==> config.mk <==
export PLATFORM = sky130hd
export DESIGN_NAME = rr_mux16_arbiter
export DESIGN_NICKNAME = d
export VERILOG_FILES = /design/src/rtl/rr_mux16_arbiter.sv
export SDC_FILE = /design/constraint.sdc
export NUM_CORES = 1
export LEC_CHECK = 0
export ABC_AREA = 1
export BUFFER_PORTS_ARGS = -buffer_cell sky130_fd_sc_hd__buf_2
export CAP_MARGIN = 40
export CORE_MARGIN = 10
export CORE_UTILIZATION = 35
export DETAILED_ROUTE_END_ITERATION = 8
export PLACE_DENSITY_LB_ADDON = 0.08
export SLEW_MARGIN = 5
export SYNTH_ARGS = -nofsm -noshare
export SYNTH_HDL_FRONTEND = slang
export SYNTH_SLANG_ARGS = --single-unit
==> constraint.sdc <==
create_clock -name clk -period 7.9 [get_ports clk]
set_input_delay 1.185 -clock clk [delete_from_list [all_inputs] [get_ports clk]]
set_output_delay 1.185 -clock clk [all_outputs]
set_load 0.05 [all_outputs]
==> src/rtl/rr_mux16_arbiter.sv <==
// -----------------------------------------------------------------------------
// rr_mux16_arbiter
//
// Round-robin arbiter sharing one 16:1 multiplexer channel (mux_16x1) between
// 16 requesters. The registered index `sel` drives the mux select lines
// (sel[0..3] -> s0..s3). The winner receives a one-hot grant. A tenure is cut
// short after MAX_HOLD cycles whenever another requester is waiting.
//
// Parameters:
//   MAX_HOLD  maximum consecutive grant cycles while another request is
//             pending (legal range 1..255, and 2**CNTW > MAX_HOLD)
//   CNTW      width of the tenure counter
//
// Ports:
//   clk     in   rising-edge clock
//   rst_n   in   asynchronous active-low reset
//   req     in   [15:0] request vector, bit i = requester i wants the channel
//   gnt     out  [15:0] one-hot grant, zero when idle (registered)
//   sel     out  [3:0]  index of current/last grant, drives mux s3..s0
//   active  out  high while a grant is held (registered)
//   sw      out  one-cycle pulse when gnt takes a new non-zero value
// -----------------------------------------------------------------------------
module rr_mux16_arbiter #(
    parameter int MAX_HOLD = 8,
    parameter int CNTW     = 8
) (
    input  logic        clk,
    input  logic        rst_n,
    input  logic [15:0] req,
    output logic [15:0] gnt,
    output logic [3:0]  sel,
    output logic        active,
    output logic        sw
);

    localparam logic ST_IDLE  = 1'b0;
    localparam logic ST_GRANT = 1'b1;

    localparam logic [CNTW-1:0] HOLD_LIMIT = CNTW'(MAX_HOLD);

    // A bad configuration stops elaboration instead of producing an arbiter
    // whose preemption threshold silently wraps.
    generate
        if (MAX_HOLD < 1 || (MAX_HOLD >> CNTW) != 0) begin : g_cfg_error
            $fatal(1, "rr_mux16_arbiter: MAX_HOLD=%0d illegal for CNTW=%0d",
                   MAX_HOLD, CNTW);
        end
    endgenerate

    // First set bit of r, scanning start, start+1, ... with 15 wrapping to 0.
    // Callers only use the result when r is non-zero.
    function automatic logic [3:0] scan(input logic [15:0] r,
                                        input logic [3:0]  start);
        logic [3:0] idx;
        logic       found;
        scan  = start;
        found = 1'b0;
        for (int k = 0; k < 16; k++) begin
            idx = start + 4'(k);
            if (!found && r[idx]) begin
                scan  = idx;
                found = 1'b1;
            end
        end
    endfunction

    logic            state_q, state_d;
    logic [3:0]      sel_q, sel_d;
    logic [3:0]      ptr_q, ptr_d;
    logic [CNTW-1:0] cnt_q, cnt_d;
    logic [15:0]     gnt_q, gnt_d;
    logic            sw_q, sw_d;

    logic [15:0]     others;
    logic [3:0]      next_start;

    // Requests excluding the current holder; the holder is never chosen again
    // on a release or preemption, so it gets masked out of the scan.
    assign others     = req & ~(16'd1 << sel_q);
    assign next_start = sel_q + 4'd1;

    always_comb begin
        // NOTE: every variable gets a default first so no path can leave one
        // unassigned, which would otherwise infer a latch.
        state_d = state_q;
        sel_d   = sel_q;
        ptr_d   = ptr_q;
        cnt_d   = cnt_q;
        sw_d    = 1'b0;

        case (state_q)
            ST_IDLE: begin
                if (req != 16'd0) begin
                    state_d = ST_GRANT;
                    sel_d   = scan(req, ptr_q);
                    cnt_d   = CNTW'(1);
                    sw_d    = 1'b1;
                end
            end

            default: begin
                if (!req[sel_q] || (cnt_q >= HOLD_LIMIT && others != 16'd0)) begin
                    // Release or preemption: hand over immediately (no dead
                    // cycle) if anyone else waits, otherwise drop to idle.
                    ptr_d = next_start;
                    if (others != 16'd0) begin
                        sel_d = scan(others, next_start);
                        cnt_d = CNTW'(1);
                        sw_d  = 1'b1;
                    end else begin
                        state_d = ST_IDLE;
                        cnt_d   = '0;
                    end
                end else if (cnt_q < HOLD_LIMIT) begin
                    cnt_d = cnt_q + CNTW'(1);
                end
                // else: sole requester past its limit; counter saturates so
                // the first competing request preempts at once.
            end
        endcase

        gnt_d = (state_d == ST_GRANT) ? (16'd1 << sel_d) : 16'd0;
    end

    // NOTE: state registers use non-blocking assignments so every flop samples
    // the pre-edge values, independent of block evaluation order.
    always_ff @(posedge clk or negedge rst_n) begin
        if (!rst_n) begin
            state_q <= ST_IDLE;
            sel_q   <= 4'd0;
            ptr_q   <= 4'd0;
            cnt_q   <= '0;
            gnt_q   <= 16'd0;
            sw_q    <= 1'b0;
        end else begin
            state_q <= state_d;
            sel_q   <= sel_d;
            ptr_q   <= ptr_d;
            cnt_q   <= cnt_d;
            gnt_q   <= gnt_d;
            sw_q    <= sw_d;
        end
    end

    assign gnt    = gnt_q;
    assign sel    = sel_q;
    assign active = state_q;
    assign sw     = sw_q;

endmodule

== Word level (Yosys, flattened, before mapping) ==
Cells that the tools add are included.
Storage, ports and cells
  register bits: 34
  bits in latches: 0
  RAM bits: 0
  memory bits (read-only): 0
  output and inout bits: 22
  word-level logic and storage cells: 363
  memories: 0
Cells by class
  add/subtract/negate cells: 32
  multiply operators: 0
  divide/modulo/power cells: 0
  order comparisons: 35
  eq/ne operators: 1
  shift-type cells: 2
  mux-type cells: 217
  bitwise operators: 2
  reductions and logical operators: 68
Operator list (number)
  $lt 4x5->1 const B: 33
  $mux 1: 145
  $mux 4: 34
  $bmux 1 s4: 33
  $add 4x4->4 const B: 16
  $add 4x3->4 const B: 8
  $mux 8: 4
  $reduce_bool 16->1: 2
  $shl 1x4->16 const A: 2
  $logic_and 1x1->1: 31
  $logic_not 1->1: 31
  $add 4x2->4 const B: 4
  $and 16x16->16: 1
  $mux 16: 1
  $not 16->16: 1
  $add 4x1->4 const B: 3
  $add 8x1->8 const B: 1
  $ge 8x4->1 const B: 1
  $lt 8x4->1 const B: 1
  $reduce_and 2->1: 2
  $ne 3x1->1 const B: 1
  $reduce_bool 2->1: 1
  $logic_or 1x1->1: 1

== Longest topological paths before layout ==
  depth after elaboration: 101
  gate-level depth with buffers: 40
  mapped depth without buffers: 39

== Worst setup path after synthesis ==
OpenSTA, ideal clock, no wires.
  path type: register to register
  from: register sel_q[0], in the netlist sel[0]
  to: register gnt_q[0], in the netlist gnt[0]
  library setup time: 0.120 ns
  arrival time: 4.900 ns
  slack: 2.880 ns
  cell stages (with the launch flop): 36
  path buffers: 5
  clock period less this slack: 5.020 ns
  cell sequence: dfrtp_1 > buf_2 > inv_2 > clkbuf_1 > buf_2 > ha_1 > clkbuf_1 > inv_1 > buf_2 > ha_1 > a21oi_1 > inv_1 > nand2_1 > nand2_1 > inv_1 > nand3_1 > nand2_2 > nand4_1 > nor2_2 > nand2_1 > nor2_1 > nand2_1 > nor2_4 > nand4_2 > nor2_2 > nand2_1 > o21ai_0 > inv_1 > nand2_1 > nand2_1 > nand2_1 > nand2_1 > a21oi_1 > nand2_1 > nand2_2 > nor2_1
On the way
  elaborated cells between the ends (all ways): 171
  classes of those cells: add/sub (16); shift (2); mux (117); bitwise (2); reduce/logical (34)
RTL lines
  from (decl): line 68  | logic [3:0] sel_q, sel_d;
  from (signal assigned): line 137  | sel_q <= sel_d;
  $add 4x1->4 *: line 80  | assign next_start = sel_q + 4'd1;
  via next_start[0]: line 75  | logic [3:0] next_start;
  $bmux 1 s4: line 60  | if (!found && r[idx]) begin
  $mux 1 (implied by the code): line 60
  $mux 1: line 60
  $mux 1: line 106  | if (others != 16'd0) begin
  $mux 1: line 102  | if (!req[sel_q] || (cnt_q >= HOLD_LIMIT && others != 16'd0)) begin
  $mux 1: line 91  | case (state_q)
  [... 85 more ...]
  $logic_and 1x1->1: line 60
  $mux 4 *: line 60
  $mux 4 *: line 106
  $mux 4 *: line 102
  $mux 4 *: line 91
  $shl 1x4->16 *: line 122  | gnt_d = (state_d == ST_GRANT) ? (16'd1 << sel_d) : 16'd0;
  $mux 16 *: line 122
  via gnt_d[0]: line 71  | logic [15:0] gnt_q, gnt_d;
  to (signal assigned): line 140  | gnt_q <= gnt_d;
  to (decl): line 71
The timed path passes the listed nets; every way through them passes the cells marked *. The select of a mux whose other input is x is not followed.
A chain may end at the register's enable or synchronous reset.

== Final worst setup path ==
  from: register sel_q[2], in the netlist sel[2]
  to: register gnt_q[6], in the netlist gnt[6]
Same word-level chain as after synthesis.

==> results.py <==
metrics = {
    "clock_network": {
        "postCtsHoldBufs": 0,
        "clk_pin_slew_ps": 50,
        "numCtsBuffers": 5,
        "cts_resized": 0,
        "cts.htree.levels": 2,
        "root_buffer": "clkbuf_16",
        "clock-sinks": 34,
        "cts_tree": "built",
        "post-cts-setup-buffer-count": 0,
        "clkLatencyLatePin_ps": 280,
        "cts.path.max_buffers": 2,
    },
    "floorplan": {
        "start_util_pct": 35.57,
        "io_pins": 40,
        "chipHeight_um": 144.1,
        "core_um2": 15150,
        "die_w_um": 144.1,
        "fp-row-count": 45,
        "die_area_um2": 20760,
    },
    "synthesis": {
        "avgSynthCellArea_um2": 5.595,
        "synth_compound_area_share_pct": 14.58,
        "synth_area_um2": 5388,
        "async_flop_share_pct": 100.0,
        "yosys.area_share.simple_pct": 48.44,
        "yosys_warnings": 0,
        "syn_nets": 1003,
        "synth_top_family_by_area": "simple AND/OR/NAND/NOR gates",
        "synth_cells": 963,
        "synth_ff_type": "dfrtp_1",
        "ys_seq_area_share_pct": 15.79,
        "ys_types": 44,
        "synthAdderAreaFrac_pct": 5.109,
        "synthMuxAreaShare_pct": 0,
        "synth_xor_area_share_pct": 3.344,
        "synth_edf_count": 0,
        "ys_seq_elements": 34,
    },
    "place": {
        "io_buffer_count": 39,
        "routabilityCongestion": 0.9137,
        "hpwl_um": 14500,
    },
    "routing": {
        "via_count": 6133,
        "wire_per_inst_um": 15.47,
        "antenna_left": 0,
        "viasPerCell": 5.211,
        "drt_wl_total_um": 18210,
        "drc": 0,
        "drt_iter0_markers": 450,
        "firstDrtPassIters": 5,
    },
    "global_route": {
        "track_usage_pct": 17.03,
        "grt_pass1_vias": 5425,
        "grt_pass1_wl_um": 28440,
        "grt_max_degree": 39,
        "overflow": 0,
        "antenna_found_initial": 0,
    },
    "timing": {
        "skew_ps": 3.461,
        "worst_pin_slew_ps": 756.7,
        "finalSetupViolCount": 0,
        "period_minus_slack_ps": 5867,
        "drv_slew": 0,
        "max_slew_margin_pct": 49.56,
        "rsz0062_at_grt": "false",
        "period_share_pct": 74.26,
        "setup_tns_ps": 0,
        "fmax_mhz": 170.4,
        "finalHoldViolations": 0,
    },
    "worst_setup_path": {
        "cp_max_fo": 13,
        "startpoint": "sel[2]",
        "critPathArrivalTime_ps": 6030,
        "crit_type": "register to register",
        "required_ps": 8060,
        "crit_path_start_kind": "register",
        "r2r_cells": 28,
        "max_stage_delay_ps": 800,
        "cp-end-kind": "register",
        "timing.rr.start": "sel[2]",
        "cp_common_cell": "nand2_1",
        "critPathSlowestCell": "ha_1",
    },
    "min_path": {
        "hold_class": "register to register",
        "min_from": "cnt_q[7]",
        "min_path_cells": 2,
    },
    "run": {
        "drv_cap": 0,
    },
    "final_layout": {
        "most-common-layout-cells": "289 x nand2_1, 174 x nand3_1, 129 x inv_1",
        "final_common_cell": "nand2_1",
        "diodes": 0,
        "synthToLayoutAreaGrowth_pct": 8.616,
        "final_core_util_pct": 38.64,
        "final_nets": 1028,
        "drive_gt1_share_pct": 9.909,
    },
    "run_status": {
        "status": "finished, final reports clean",
    },
}
final cells by class:
class | instances | area (um^2)
Multi-Input combinational cell | 759 | 3851
Tap cell | 188 | 235.2
Fill cell | 1740 | 9294
Clock inverter | 1 | 5.005
Inverter | 146 | 549.3
Timing Repair Buffer | 42 | 217.7
Clock buffer | 7 | 142.6
Sequential cell | 34 | 850.8
cell families (layout without fill, tap and decap cells):
logic type,after synthesis,count (layout)
and+or+nand+nor,587,587
buffers and inverters,170,196
AOI/OAI and AO/OA,135,135
DFF,34,34
adders and majority gates,22,22
xor gates and xnor gates,15,15
sequential cells by signal (all words and copies together) (netlist names):
name    flops
gnt        16
sel         4
active      1
sw          1
cnt_q       8
ptr_q       4
metrics by stage:
step / setup WS (ps) / hold slack (ps) / area (um^2) / std cells
finish: 2033 / 494.1 / 5852 / 1177
global route: 1513 / 512.4 / 5852 / 1177
CTS: 2106 / 499.5 / 5852 / 1177
detailed placement: 2132 / 487.4 / 5704 / 1169
global placement: 2097 / 473.1 / 5704 / 1169
floorplan: 2880 / 460.1 / 5388 / 963
critical path: cells and delay by family, from the launching register on:
family,cells,cell delay (ps)
and+or+nand+nor,21,2470
adders and majority gates,2,1200
buffers and inverters,4,1170
DFF,1,690
AOI/OAI and AO/OA,1,200
layer usage:
metal	share of wire (%)	wire, um	vias to the layer above	track usage (%)
li1	-	-	3179	-
met5	0	0	-	0
met2	41	7509	165	25.05
met4	0.76	138	0	2.740
met1	52	9496	2776	25.85
met3	5.9	1066	13	2.263
cell usage after synthesis (7+ instances only):
cell type	instances	share of area, %
a21oi_1	33	3.1
a31oi_1	7	0.81
buf_2	13	1.2
dfrtp_1	34	16
ha_1	22	5.1
inv_1	129	9.0
inv_2	11	0.77
nand2_1	289	20
nand2_2	11	1.3
nand3_1	174	16
nand4_1	14	1.6
nor2_1	73	5.1
nor2_4	8	1.7
o211ai_1	19	2.6
o21ai_0	58	5.4
xor2_1	9	1.5
path summary, 6_finish.rpt:
check,slack [ps],endpoint
min reg2reg,490,cnt_q[7]
max,2030,gnt[6]
min in group asynchronous,980,gnt[9]
max reg2reg,2030,gnt[6]
min,490,cnt_q[7]
max in group asynchronous,6440,cnt_q[5]
Power is not shown: default switching activity piles up to over one toggle a cycle in this logic, so the estimate is an artifact.
